==> src/rtl/spm_seq_ctrl_if.sv <==
`default_nettype none
// ============================================================================
//  Module      : spm_seq_ctrl_if
//  Description : Wishbone classic slave bus bundle for the SPM sequencer.
//                The master modport drives the request side, the slave
//                modport returns read data and acknowledge.
//  Revision    : 1.0 - initial release
// ============================================================================
interface spm_seq_ctrl_if;
    logic        wbs_cyc_i;
    logic        wbs_stb_i;
    logic        wbs_we_i;
    logic [31:0] wbs_adr_i;
    logic [31:0] wbs_dat_i;
    logic [3:0]  wbs_sel_i;
    logic [31:0] wbs_dat_o;
    logic        wbs_ack_o;

    modport master (
        output wbs_cyc_i, wbs_stb_i, wbs_we_i, wbs_adr_i, wbs_dat_i, wbs_sel_i,
        input  wbs_dat_o, wbs_ack_o
    );

    modport slave (
        input  wbs_cyc_i, wbs_stb_i, wbs_we_i, wbs_adr_i, wbs_dat_i, wbs_sel_i,
        output wbs_dat_o, wbs_ack_o
    );
endinterface
`default_nettype wire

==> src/rtl/spm_seq_ctrl.sv <==
`default_nettype none
// ============================================================================
//  Module      : spm_seq_ctrl
//  Description : Wishbone-controlled sequencer for a serial/parallel
//                multiplier core. Holds operands, starts the core, waits for
//                completion with a timeout, and captures the 64-bit product
//                one 32-bit half at a time.
//  Revision    : 1.0 - initial release
// ============================================================================
module spm_seq_ctrl #(
    parameter int unsigned TIMEOUT = 255
) (
    input  wire logic        clk,
    input  wire logic        rst,
    spm_seq_ctrl_if.slave    wbs,
    output logic [31:0]      spm_mc,
    output logic [31:0]      spm_mp,
    output logic             spm_start,
    output logic             spm_prod_sel,
    input  wire logic [31:0] spm_prod,
    input  wire logic        spm_done,
    output logic             irq
);
    localparam logic [2:0]  c_S_IDLE    = 3'd0;
    localparam logic [2:0]  c_S_RUN     = 3'd1;
    localparam logic [2:0]  c_S_WAIT    = 3'd2;
    localparam logic [2:0]  c_S_CAP_LO  = 3'd3;
    localparam logic [2:0]  c_S_CAP_HI  = 3'd4;

    localparam logic [2:0]  c_A_MC      = 3'd0;
    localparam logic [2:0]  c_A_MP      = 3'd1;
    localparam logic [2:0]  c_A_CTRL    = 3'd2;
    localparam logic [2:0]  c_A_STATUS  = 3'd3;
    localparam logic [2:0]  c_A_PROD_LO = 3'd4;
    localparam logic [2:0]  c_A_PROD_HI = 3'd5;

    // Last WAIT counter value before the wait is abandoned.
    localparam logic [15:0] c_WAIT_LAST = 16'(TIMEOUT - 1);

    logic [2:0]  state_q, state_d;
    logic [15:0] cnt_q;
    logic [31:0] mc_q, mp_q, prod_lo_q, prod_hi_q, dat_q;
    logic        ack_q, irq_en_q, done_q, tmo_q;

    logic [31:0] w_rdata;
    logic [2:0]  w_adr;
    logic        w_busy, w_req, w_wr, w_start_acc, w_wait_exp, w_w1c_done, w_w1c_tmo;
    logic        w_unused_adr;

    assign w_adr        = wbs.wbs_adr_i[4:2];
    assign w_unused_adr = ^{wbs.wbs_adr_i[31:5], wbs.wbs_adr_i[1:0]};
    assign w_busy       = (state_q != c_S_IDLE);
    // New request: cycle seen while ack is low; ack follows next cycle.
    assign w_req        = wbs.wbs_cyc_i & wbs.wbs_stb_i & ~ack_q;
    // Writes commit at the end of the ack cycle so START lands RUN one cycle later.
    assign w_wr         = ack_q & wbs.wbs_cyc_i & wbs.wbs_stb_i & wbs.wbs_we_i;
    assign w_start_acc  = w_wr && (w_adr == c_A_CTRL) && wbs.wbs_dat_i[0] && !w_busy;
    // spm_done on the final WAIT cycle takes priority over the timeout.
    assign w_wait_exp   = (state_q == c_S_WAIT) && !spm_done && (cnt_q == c_WAIT_LAST);
    assign w_w1c_done   = w_wr && (w_adr == c_A_STATUS) && wbs.wbs_dat_i[1];
    assign w_w1c_tmo    = w_wr && (w_adr == c_A_STATUS) && wbs.wbs_dat_i[2];

    assign wbs.wbs_ack_o = ack_q;
    assign wbs.wbs_dat_o = dat_q;
    assign spm_mc        = mc_q;
    assign spm_mp        = mp_q;
    assign irq           = irq_en_q & (done_q | tmo_q);

    // State register.
    always_ff @(posedge clk or posedge rst) begin
        if (rst) state_q <= c_S_IDLE;
        else     state_q <= state_d;
    end

    // Next-state logic for the start / wait / two-step capture sequence.
    always_comb begin
        state_d = state_q;
        case (state_q)
            c_S_IDLE:   if (w_start_acc) state_d = c_S_RUN;
            c_S_RUN:    state_d = c_S_WAIT;
            c_S_WAIT: begin
                if (spm_done)        state_d = c_S_CAP_LO;
                else if (w_wait_exp) state_d = c_S_IDLE;
            end
            c_S_CAP_LO: state_d = c_S_CAP_HI;
            c_S_CAP_HI: state_d = c_S_IDLE;
            default:    state_d = c_S_IDLE;
        endcase
    end

    // Core-facing strobes decoded from the current state.
    always_comb begin
        spm_start    = (state_q == c_S_RUN);
        spm_prod_sel = (state_q == c_S_CAP_HI);
    end

    // Register read multiplexer.
    always_comb begin
        w_rdata = '0;
        case (w_adr)
            c_A_MC:      w_rdata = mc_q;
            c_A_MP:      w_rdata = mp_q;
            c_A_CTRL:    w_rdata = {30'd0, irq_en_q, 1'b0};
            c_A_STATUS:  w_rdata = {29'd0, tmo_q, done_q, w_busy};
            c_A_PROD_LO: w_rdata = prod_lo_q;
            c_A_PROD_HI: w_rdata = prod_hi_q;
            default:     w_rdata = '0;
        endcase
    end

    // Bus acknowledge and read data, valid only during the ack cycle.
    always_ff @(posedge clk or posedge rst) begin
        if (rst) begin
            ack_q <= 1'b0;
            dat_q <= '0;
        end else begin
            ack_q <= w_req;
            dat_q <= w_req ? w_rdata : '0;
        end
    end

    // Operand registers: byte-lane writes, frozen while an operation runs.
    always_ff @(posedge clk or posedge rst) begin
        if (rst) begin
            mc_q <= '0;
            mp_q <= '0;
        end else if (w_wr && !w_busy) begin
            for (int b = 0; b < 4; b++) begin
                if (wbs.wbs_sel_i[b] && (w_adr == c_A_MC)) mc_q[8*b +: 8] <= wbs.wbs_dat_i[8*b +: 8];
                if (wbs.wbs_sel_i[b] && (w_adr == c_A_MP)) mp_q[8*b +: 8] <= wbs.wbs_dat_i[8*b +: 8];
            end
        end
    end

    // Control and sticky status flags; FSM set beats a same-cycle w1c.
    always_ff @(posedge clk or posedge rst) begin
        if (rst) begin
            irq_en_q <= 1'b0;
            done_q   <= 1'b0;
            tmo_q    <= 1'b0;
        end else begin
            if (w_wr && (w_adr == c_A_CTRL)) irq_en_q <= wbs.wbs_dat_i[1];

            if (state_q == c_S_CAP_HI) done_q <= 1'b1;
            else if (w_start_acc)      done_q <= 1'b0;
            else if (w_w1c_done)       done_q <= 1'b0;

            if (w_wait_exp)            tmo_q <= 1'b1;
            else if (w_start_acc)      tmo_q <= 1'b0;
            else if (w_w1c_tmo)        tmo_q <= 1'b0;
        end
    end

    // WAIT cycle counter and product capture.
    always_ff @(posedge clk or posedge rst) begin
        if (rst) begin
            cnt_q     <= '0;
            prod_lo_q <= '0;
            prod_hi_q <= '0;
        end else begin
            cnt_q <= (state_q == c_S_WAIT) ? cnt_q + 16'd1 : 16'd0;
            if (state_q == c_S_CAP_LO) prod_lo_q <= spm_prod;
            if (state_q == c_S_CAP_HI) prod_hi_q <= spm_prod;
        end
    end
endmodule
`default_nettype wire

==> src/flat_wrapper.sv <==
// flat-port wrapper written by rule: the top's interface ports become plain ports
module spm_seq_ctrl_flat 
#(
    parameter int unsigned TIMEOUT = 255
)
  (clk, rst, spm_mc, spm_mp, spm_start, spm_prod_sel, spm_prod, spm_done, irq, wbs_wbs_cyc_i, wbs_wbs_stb_i, wbs_wbs_we_i, wbs_wbs_adr_i, wbs_wbs_dat_i, wbs_wbs_sel_i, wbs_wbs_dat_o, wbs_wbs_ack_o);
  spm_seq_ctrl_if wbs_i ();
  input  wire logic clk;
  input  wire logic rst;
  output logic [31:0] spm_mc;
  output logic [31:0] spm_mp;
  output logic spm_start;
  output logic spm_prod_sel;
  input  wire logic [31:0] spm_prod;
  input  wire logic spm_done;
  output logic irq;
  input wire logic [$bits(wbs_i.wbs_cyc_i)-1:0] wbs_wbs_cyc_i;
  input wire logic [$bits(wbs_i.wbs_stb_i)-1:0] wbs_wbs_stb_i;
  input wire logic [$bits(wbs_i.wbs_we_i)-1:0] wbs_wbs_we_i;
  input wire logic [$bits(wbs_i.wbs_adr_i)-1:0] wbs_wbs_adr_i;
  input wire logic [$bits(wbs_i.wbs_dat_i)-1:0] wbs_wbs_dat_i;
  input wire logic [$bits(wbs_i.wbs_sel_i)-1:0] wbs_wbs_sel_i;
  output wire logic [$bits(wbs_i.wbs_dat_o)-1:0] wbs_wbs_dat_o;
  output wire logic [$bits(wbs_i.wbs_ack_o)-1:0] wbs_wbs_ack_o;
  assign wbs_i.wbs_cyc_i = wbs_wbs_cyc_i;
  assign wbs_i.wbs_stb_i = wbs_wbs_stb_i;
  assign wbs_i.wbs_we_i = wbs_wbs_we_i;
  assign wbs_i.wbs_adr_i = wbs_wbs_adr_i;
  assign wbs_i.wbs_dat_i = wbs_wbs_dat_i;
  assign wbs_i.wbs_sel_i = wbs_wbs_sel_i;
  assign wbs_wbs_dat_o = wbs_i.wbs_dat_o;
  assign wbs_wbs_ack_o = wbs_i.wbs_ack_o;
  spm_seq_ctrl #(.TIMEOUT(TIMEOUT)) u_core (.clk(clk), .rst(rst), .wbs(wbs_i), .spm_mc(spm_mc), .spm_mp(spm_mp), .spm_start(spm_start), .spm_prod_sel(spm_prod_sel), .spm_prod(spm_prod), .spm_done(spm_done), .irq(irq));
endmodule
==> config.mk <==
export PLATFORM = sky130hd
export DESIGN_NAME = spm_seq_ctrl_flat
export DESIGN_NICKNAME = d
export VERILOG_FILES = /design/src/rtl/spm_seq_ctrl_if.sv /design/src/rtl/spm_seq_ctrl.sv /design/src/flat_wrapper.sv
export SDC_FILE = /design/constraint.sdc
export NUM_CORES = 1
export LEC_CHECK = 0
export BUFFER_PORTS_ARGS = -buffer_cell sky130_fd_sc_hd__buf_2
export CAP_MARGIN = 25
export CORE_MARGIN = 2
export CORE_UTILIZATION = 40
export CTS_BUF_LIST = sky130_fd_sc_hd__clkbuf_16
export DETAILED_ROUTE_END_ITERATION = 7
export PLACE_DENSITY = 0.62
export SLEW_MARGIN = 5
export SYNTH_ARGS = -nofsm -noshare
export SYNTH_HDL_FRONTEND = slang
export SYNTH_SLANG_ARGS = --single-unit
==> constraint.sdc <==
create_clock -name clk -period 7.84 [get_ports clk]
set_input_delay 1.568 -clock clk [delete_from_list [all_inputs] [get_ports clk]]
set_output_delay 1.568 -clock clk [all_outputs]
set_load 0.01 [all_outputs]
==> out/results.ini, run 1 <==
[status]
status=complete, no violations

[synthesis]
synth_area_um2=7817
yosys.area.top_type=dfrtp_1
ys_seq_elements=183
synth_fp_nets=666
seq_area_frac_synth_pct=58.58
avgSynthCellArea_um2=14.01
synthTopCellsByArea=dfrtp_1, mux2_2, a222oi_1
yosys_warnings=0
synth_cells=558
yosysUniqueCellTypes=46
synth_top_area_share_pct=58.58

[grt]
grt_max_degree=95
grtUsageTotal_pct=19.66
grt_pass1_vias=5809
grt_pass1_wl_um=30890
antenna_found_initial=4
grt_overflow=0

[clock_network]
htreeDepth=4
numCtsBuffers=17
cts-resized-gates=0
postCtsSetupRepairBufs=0
cts_sinks=183
clk_path_buf_depth=2
clockRootBuffer=clkbuf_16
clkTransAtPathRegs_ns=0.07
holdBufCountCts=0
clkLatencyLatePin_ns=0.43
cts_tree=done

[critical_path]
startpoint_type=input pin
slowest_stage=and4_1
cp_data_arrival_time_ns=3.61
path_max_fanout=45
slowest_delay_ns=0.56
path_buf_inv=2
worstSetupPathType=input pin to flop
crit_family=simple AND/OR/NAND/NOR gates
endpoint_kind=flop
path_cells=buf_2 -> buf_4 -> nor3b_2 -> and4_1 -> mux2_2
critPathRequiredTime_ns=8.16

[pwr]
power_density_nw_per_um2=266.3
peakVddDrop_uv=155.1
p_leak_nw=4.838

[timing]
maxSlewHeadroom_pct=39.23
tightest_slew_ns=0.9094
setup_slack_ns=4.548
setup_viol=0
hold_viol=0
post-route-min-period_ns=3.292
fin_crit_sh_pct=41.98
rsz0062_at_grt=no
skew_ns=0.007545
setup_tns_ns=0
slew_violations=0
fmax_mhz=303.8

[die]
fp-row-count=51
die_y_um=143.8
die_area_um2=20680
io_pins=206
die_width_um=143.8
initial_core_util_pct=40.43
design.core.area_um2=19330

[finish]
layout-drive-gt1-share_pct=52.70
final_common_cell=dfrtp_1
nNetsFinal=837
fin_util_pct=49.71
n_fill_cell=1713
syn2layout_area_growth_pct=22.95
mostFrequentLayoutCells=dfrtp_1, buf_2, mux2_2, nor2_1, a222oi_1
postLayoutCellArea_um2=9612

[drt]
firstDrtPassIters=5
vias_per_cell=5.386
postRouteAntennaNets=0
vias=5440
finalWirelength_um=19750
routedWlPerCell_um=19.55
drtIter0Drc=391
drc=0

[placement]
gp_congestion=0.8189
dpl_cell_area_um2=8954
port_buffers=176
dp_slack_ns=4.073
dp_hpwl_um=13330

[worst_hold_path]
hold_class=flop to flop

[flow_run]
drv_cap=0

[stage by stage]
| stage | cells | hold WS [ns] | total power (W) |
|---|---|---|---|
| floorplan | 558 | 0.4749 | 0.001549 |
| global placement | 972 | 0.4852 | 0.001651 |
| detailed placement | 973 | 0.4905 | 0.001696 |
| CTS | 1005 | 0.5073 | 0.002579 |
| global route | 1009 | 0.5183 | 0.002685 |
| finish | 1010 | 0.5092 | 0.002559 |
[worst reg2reg max path, stage by stage, from the launching register on]
cell and delay (ns):
dfrtp_1 0.47, nor3_4 0.49, and4_1 0.60, mux2_2 0.40
[synth_stat cells, drive strengths merged]
cell type	n
o21a	3
a21o	3
or3b	2
nor3b	5
ha	2
nand3b	2
nor2b	1
mux2	161
nor3	4
nor4bb	2
xor2	2
or3	3
nor4b	1
xnor2	1
and3	2
o31ai	6
mux4	1
nor4	4
o21bai	1
a222oi	28
and4	5
a22oi	2
a21oi	8
nand2b	4
clkbuf	8
mux2i	5
a31oi	2
nor2	35
o22ai	1
nand2	11
nand3	7
or4	4
nand4	10
o21ai	5
buf	25
and3b	1
dfrtp	183
inv	8
[state kept, by name (all words and copies together) (netlist names)]
name                  count
u_core.cnt_q             16
u_core.done_q             1
u_core.irq_en_q           1
u_core.prod_hi_q         32
u_core.prod_lo_q         32
u_core.spm_mc            32
u_core.spm_mp            32
u_core.state_q            3
u_core.tmo_q              1
u_core.wbs.wbs_ack_o      1
u_core.wbs.wbs_dat_o     32
[layout make-up]
type,instances,area (um2),area share (%)
inverter,8,35.03,0.3645
multi-input combinational,334,3054,31.78
tap,265,331.6,3.450
clock buffer,17,425.4,4.426
timing repair buffer,185,988.4,10.28
antenna,3,7.507,0.07810
clock inverter,15,190.2,1.979
sequential,183,4579,47.64
[metal layers]
metal / vias up / wire [um] / track usage (%)
met2: 185 / 10000 / 32.58
met3: 27 / 1133 / 5.065
met1: 2803 / 8222 / 24.47
met4: 2 / 377 / 8.204
li1: 2423 / - / -
met5: - / 12 / 0
[final timing paths]
path                                  endpoint                 from  slack, ns  cells past startpoint
setup / recovery              u_core.spm_mp[3]     wbs_wbs_adr_i[2]       4.55                      5
hold / removal             u_core.prod_lo_q[2]  u_core.prod_lo_q[2]       0.51                      1
setup reg to reg              u_core.spm_mp[3]    u_core.state_q[1]       5.76                      3
hold reg to reg            u_core.prod_lo_q[2]  u_core.prod_lo_q[2]       0.51                      1
max in group asynchronous    u_core.spm_mc[20]                  rst       5.24                      4
min in group asynchronous    u_core.spm_mp[29]                  rst       1.31                      2
[power by group]
group          internal [W]  switching (W)  total (W)
registers           0.00113       0.000114    0.00124
logic              0.000237       0.000196   0.000434
clock network      0.000484       0.000397   0.000881
[logic make-up after synthesis]
| family | after synthesis | synth area share (%) |
|---|---|---|
| compound gates | 59 | 6.098 |
| xor+xnor | 3 | 0.3362 |
| fa+ha+maj | 2 | 0.3201 |
| buf+inv | 41 | 2.593 |
| flops | 183 | 58.58 |
| mux | 167 | 24.12 |
| simple gates | 103 | 7.955 |
No activity file was read; power rests on OpenSTA's default activity.
==> run 2: changes to the inputs <==
--- a/config.mk
+++ b/config.mk
@@ -5,13 +5,14 @@
 export SDC_FILE = /design/constraint.sdc
 export NUM_CORES = 1
 export LEC_CHECK = 0
+export ABC_AREA = 1
 export BUFFER_PORTS_ARGS = -buffer_cell sky130_fd_sc_hd__buf_2
 export CAP_MARGIN = 25
 export CORE_MARGIN = 2
 export CORE_UTILIZATION = 40
 export CTS_BUF_LIST = sky130_fd_sc_hd__clkbuf_16
 export DETAILED_ROUTE_END_ITERATION = 7
-export PLACE_DENSITY = 0.62
+export PLACE_DENSITY = 0.64
 export SLEW_MARGIN = 5
 export SYNTH_ARGS = -nofsm -noshare
 export SYNTH_HDL_FRONTEND = slang
==> constraint.sdc (replaced) <==
create_clock -name clk -period 2.7 [get_ports clk]
set_input_delay 0.54 -clock clk [delete_from_list [all_inputs] [get_ports clk]]
set_output_delay 0.54 -clock clk [all_outputs]
set_load 0.01 [all_outputs]
==> out/results.ini, run 2 <==
[critical_path]
critPathRequiredTime_ns=2.16  ; was 8.16 ns
slowest_stage=dfrtp_1  ; was and4_1
startpoint_type=flop  ; was input pin
endpoint_kind=primary output  ; was flop
r2r_cells=7  ; was 3
crit_cells=4  ; was 5
path_buf_inv=2  ; unchanged
path_max_fanout=4  ; was 45
slowest_delay_ns=0.44  ; was 0.56 ns
worstSetupPathType=flop to primary output  ; was input pin to flop
crit_family=flip-flops  ; was simple AND/OR/NAND/NOR gates
path_cells=inv_2 -> nand2_2 -> nor2_4 -> buf_2  ; was buf_2 -> buf_4 -> nor3b_2 -> and4_1 -> mux2_2
cp_data_arrival_time_ns=1.39  ; was 3.61 ns

[timing]
skew_ns=0.01268  ; was 0.007545 ns
rsz0062_at_grt=no  ; unchanged
setup_viol=0  ; unchanged
fmax_mhz=517.2
hold_viol=0  ; unchanged
fin_crit_sh_pct=71.60
post-route-min-period_ns=1.933
setup_tns_ns=0  ; unchanged
maxSlewHeadroom_pct=62.42  ; was 39.23%
tightest_slew_ns=0.5636  ; was 0.9094 ns
slew_violations=0  ; unchanged

[grt]
grt_pass1_vias=6716  ; was 5809
grt_pass1_wl_um=35070  ; was 30890 um
grtUsageTotal_pct=20.44  ; was 19.66%
grt_overflow=0  ; unchanged
globalRouteMet3Util_pct=5.982  ; was 5.065%
grt_max_degree=101  ; was 95
grt_util_met1_pct=28.13  ; was 24.47%
use_met2_pct=32.01  ; was 32.58%
antenna_found_initial=2  ; was 4
top_usage_layer=met2  ; unchanged

[clock_network]
cts_tree=done  ; unchanged
cts-resized-gates=0  ; unchanged
clockRootBuffer=clkbuf_16  ; unchanged
postCtsSetupRepairBufs=0  ; unchanged
cts_sinks=183  ; unchanged
clkTransAtPathRegs_ns=0.07  ; about the same
numCtsBuffers=17  ; unchanged
holdBufCountCts=0  ; unchanged
clk_path_buf_depth=2  ; unchanged
htreeDepth=4  ; unchanged
clkLatencyLatePin_ns=0.43  ; about the same

[synthesis]
synth_async_sr_flop_share_pct=100.0  ; unchanged
synthTopCellsByArea=dfrtp_1, nand2_1, nor2_1  ; was dfrtp_1, mux2_2, a222oi_1
synth_common_cells=nand2_1, dfrtp_1, nor2_1  ; was dfrtp_1, mux2_2, nor2_1
yosysUniqueCellTypes=32  ; was 46
yosysMostFrequentCell=nand2_1  ; was dfrtp_1
synth_area_um2=8325  ; was 7817 um2
synth-edff-count=0  ; unchanged
seq_area_frac_synth_pct=55.00  ; was 58.58%
ys_seq_elements=183  ; unchanged
synth_cells=1015  ; was 558
avgSynthCellArea_um2=8.202  ; was 14.01 um2
synth_fp_nets=1123  ; was 666
yosys_warnings=0  ; unchanged
synth_top_area_share_pct=55.00  ; was 58.58%
ys.flop_type=dfrtp_1  ; unchanged
yosys.area.top_type=dfrtp_1  ; unchanged

[drt]
drc=0  ; unchanged
finalWirelength_um=21610  ; was 19750 um
routedWlPerCell_um=14.63  ; was 19.55 um
postRouteAntennaNets=0  ; unchanged
drtIter0Drc=399  ; was 391
firstDrtPassIters=5  ; unchanged
vias=6995  ; was 5440
vias_per_cell=4.736  ; was 5.386

[pwr]
p_leak_nw=5.482  ; was 4.838 nW
finalPower_w=0.007444  ; was 0.002559 W
power_density_nw_per_um2=739.8  ; was 266.3 nW/um2
peakVddDrop_uv=449.4  ; was 155.1 uV

[die]
die_y_um=148.3  ; was 143.8 um
initial_core_util_pct=41.01  ; was 40.43%
io_pins=206  ; unchanged
die_width_um=148.3  ; was 143.8 um
die_area_um2=21980  ; was 20680 um2
design.core.area_um2=20300  ; was 19330 um2
fp-row-count=52  ; was 51

[finish]
layout-drive-gt1-share_pct=22.47  ; was 52.70%
syn2layout_area_growth_pct=20.86  ; was 22.95%
fin_util_pct=49.57  ; was 49.71%
final_common_cell=nand2_1  ; was dfrtp_1
nNetsFinal=1301  ; was 837
n_fill_cell=2017  ; was 1713
mostFrequentLayoutCells=nand2_1, dfrtp_1, buf_2, nor2_1, inv_1  ; was dfrtp_1, buf_2, mux2_2, nor2_1, a222oi_1

[worst_hold_path]
hold_class=input pin to asynchronous set/reset pin  ; was flop to flop

[status]
status=complete, no violations  ; unchanged

[placement]
gp_congestion=0.8249  ; was 0.8189
port_buffers=176  ; unchanged
dp_hpwl_um=15040  ; was 13330 um

[flow_run]
drv_cap=0  ; unchanged

## run 2: cell count changes after synthesis, moves of 6 or more
| cell | previous run | this run |
|---|---|---|
| o21ai_1 | 0 | 6 |
| o31ai_1 | 6 | 0 |
| a222oi_1 | 28 | 0 |
| nand3_1 | 7 | 17 |
| mux2_2 | 158 | 0 |
| nand2_1 | 11 | 456 |
| inv_2 | 0 | 8 |
| buf_6 | 0 | 6 |
| o21ai_2 | 0 | 16 |
| nand3_4 | 0 | 7 |
| inv_1 | 8 | 72 |
| o21ai_0 | 5 | 69 |
| nor2_1 | 35 | 106 |
## run 2: path summary, 6_finish.rpt
kind                                       from              endpoint  slack (ns)
max in group asynchronous                   rst  u_core.prod_hi_q[24]        1.96
max reg2reg                   u_core.state_q[1]     u_core.spm_mc[31]        1.07
min in group clk              wbs_wbs_dat_i[25]     u_core.spm_mp[25]        0.31
min reg2reg                u_core.prod_lo_q[20]  u_core.prod_lo_q[20]        0.48
min                                         rst     u_core.spm_mc[30]        0.23
max                           u_core.state_q[1]          spm_prod_sel        0.77
## run 2: area by class of cell
cell class	count	area (um2)	share of cell area [%]
Tap cell	270	337.8	3.357
Multi-Input combinational cell	718	3227	32.07
Inverter	82	321.6	3.196
Antenna cell	1	2.502	0.02487
Sequential cell	183	4579	45.51
Clock inverter	15	137.6	1.368
Timing Repair Buffer	191	1031	10.25
Clock buffer	17	425.4	4.228
## run 2: kinds of logic after synthesis
kind of cell / share of synthesized area, %
AOI/OAI and AO/OA: 6.853
adders and majority gates: 0.3005
buffers and inverters: 6.432
DFF: 55.00
and+or+nand+nor: 31.41
## run 2: per-layer routing
layer	wire [um]	up-vias
met5	13	-
met2	10080	169
met3	1268	22
met4	208	2
met1	10040	3318
li1	-	3484
## run 2: stage by stage
stage / hold WS (ns) / instances / worst slack, ns / instance area, um2
final: 0.2310 / 1477 / 0.7667 / 10060
after global routing: 0.2942 / 1476 / 0.7018 / 10060
after CTS: 0.2824 / 1476 / 0.7684 / 10060
after detailed placement: 0.4580 / 1444 / 0.6514 / 9497
after global placement: 0.4511 / 1444 / 0.6614 / 9497
after floorplan: 0.4492 / 1015 / -0.1906 / 8329
## run 2: tightest hold or removal path, delay by kind of cell
family / cells / cell delay [ns]
buffers and inverters: 3 / 0.55
## run 2: report_power, final
group / internal, W / switching (W) / leakage [nW]
logic: 0.000509 / 0.000939 / 2.79
registers: 0.00332 / 0.000265 / 2.42
clock network: 0.00135 / 0.00107 / 0.276
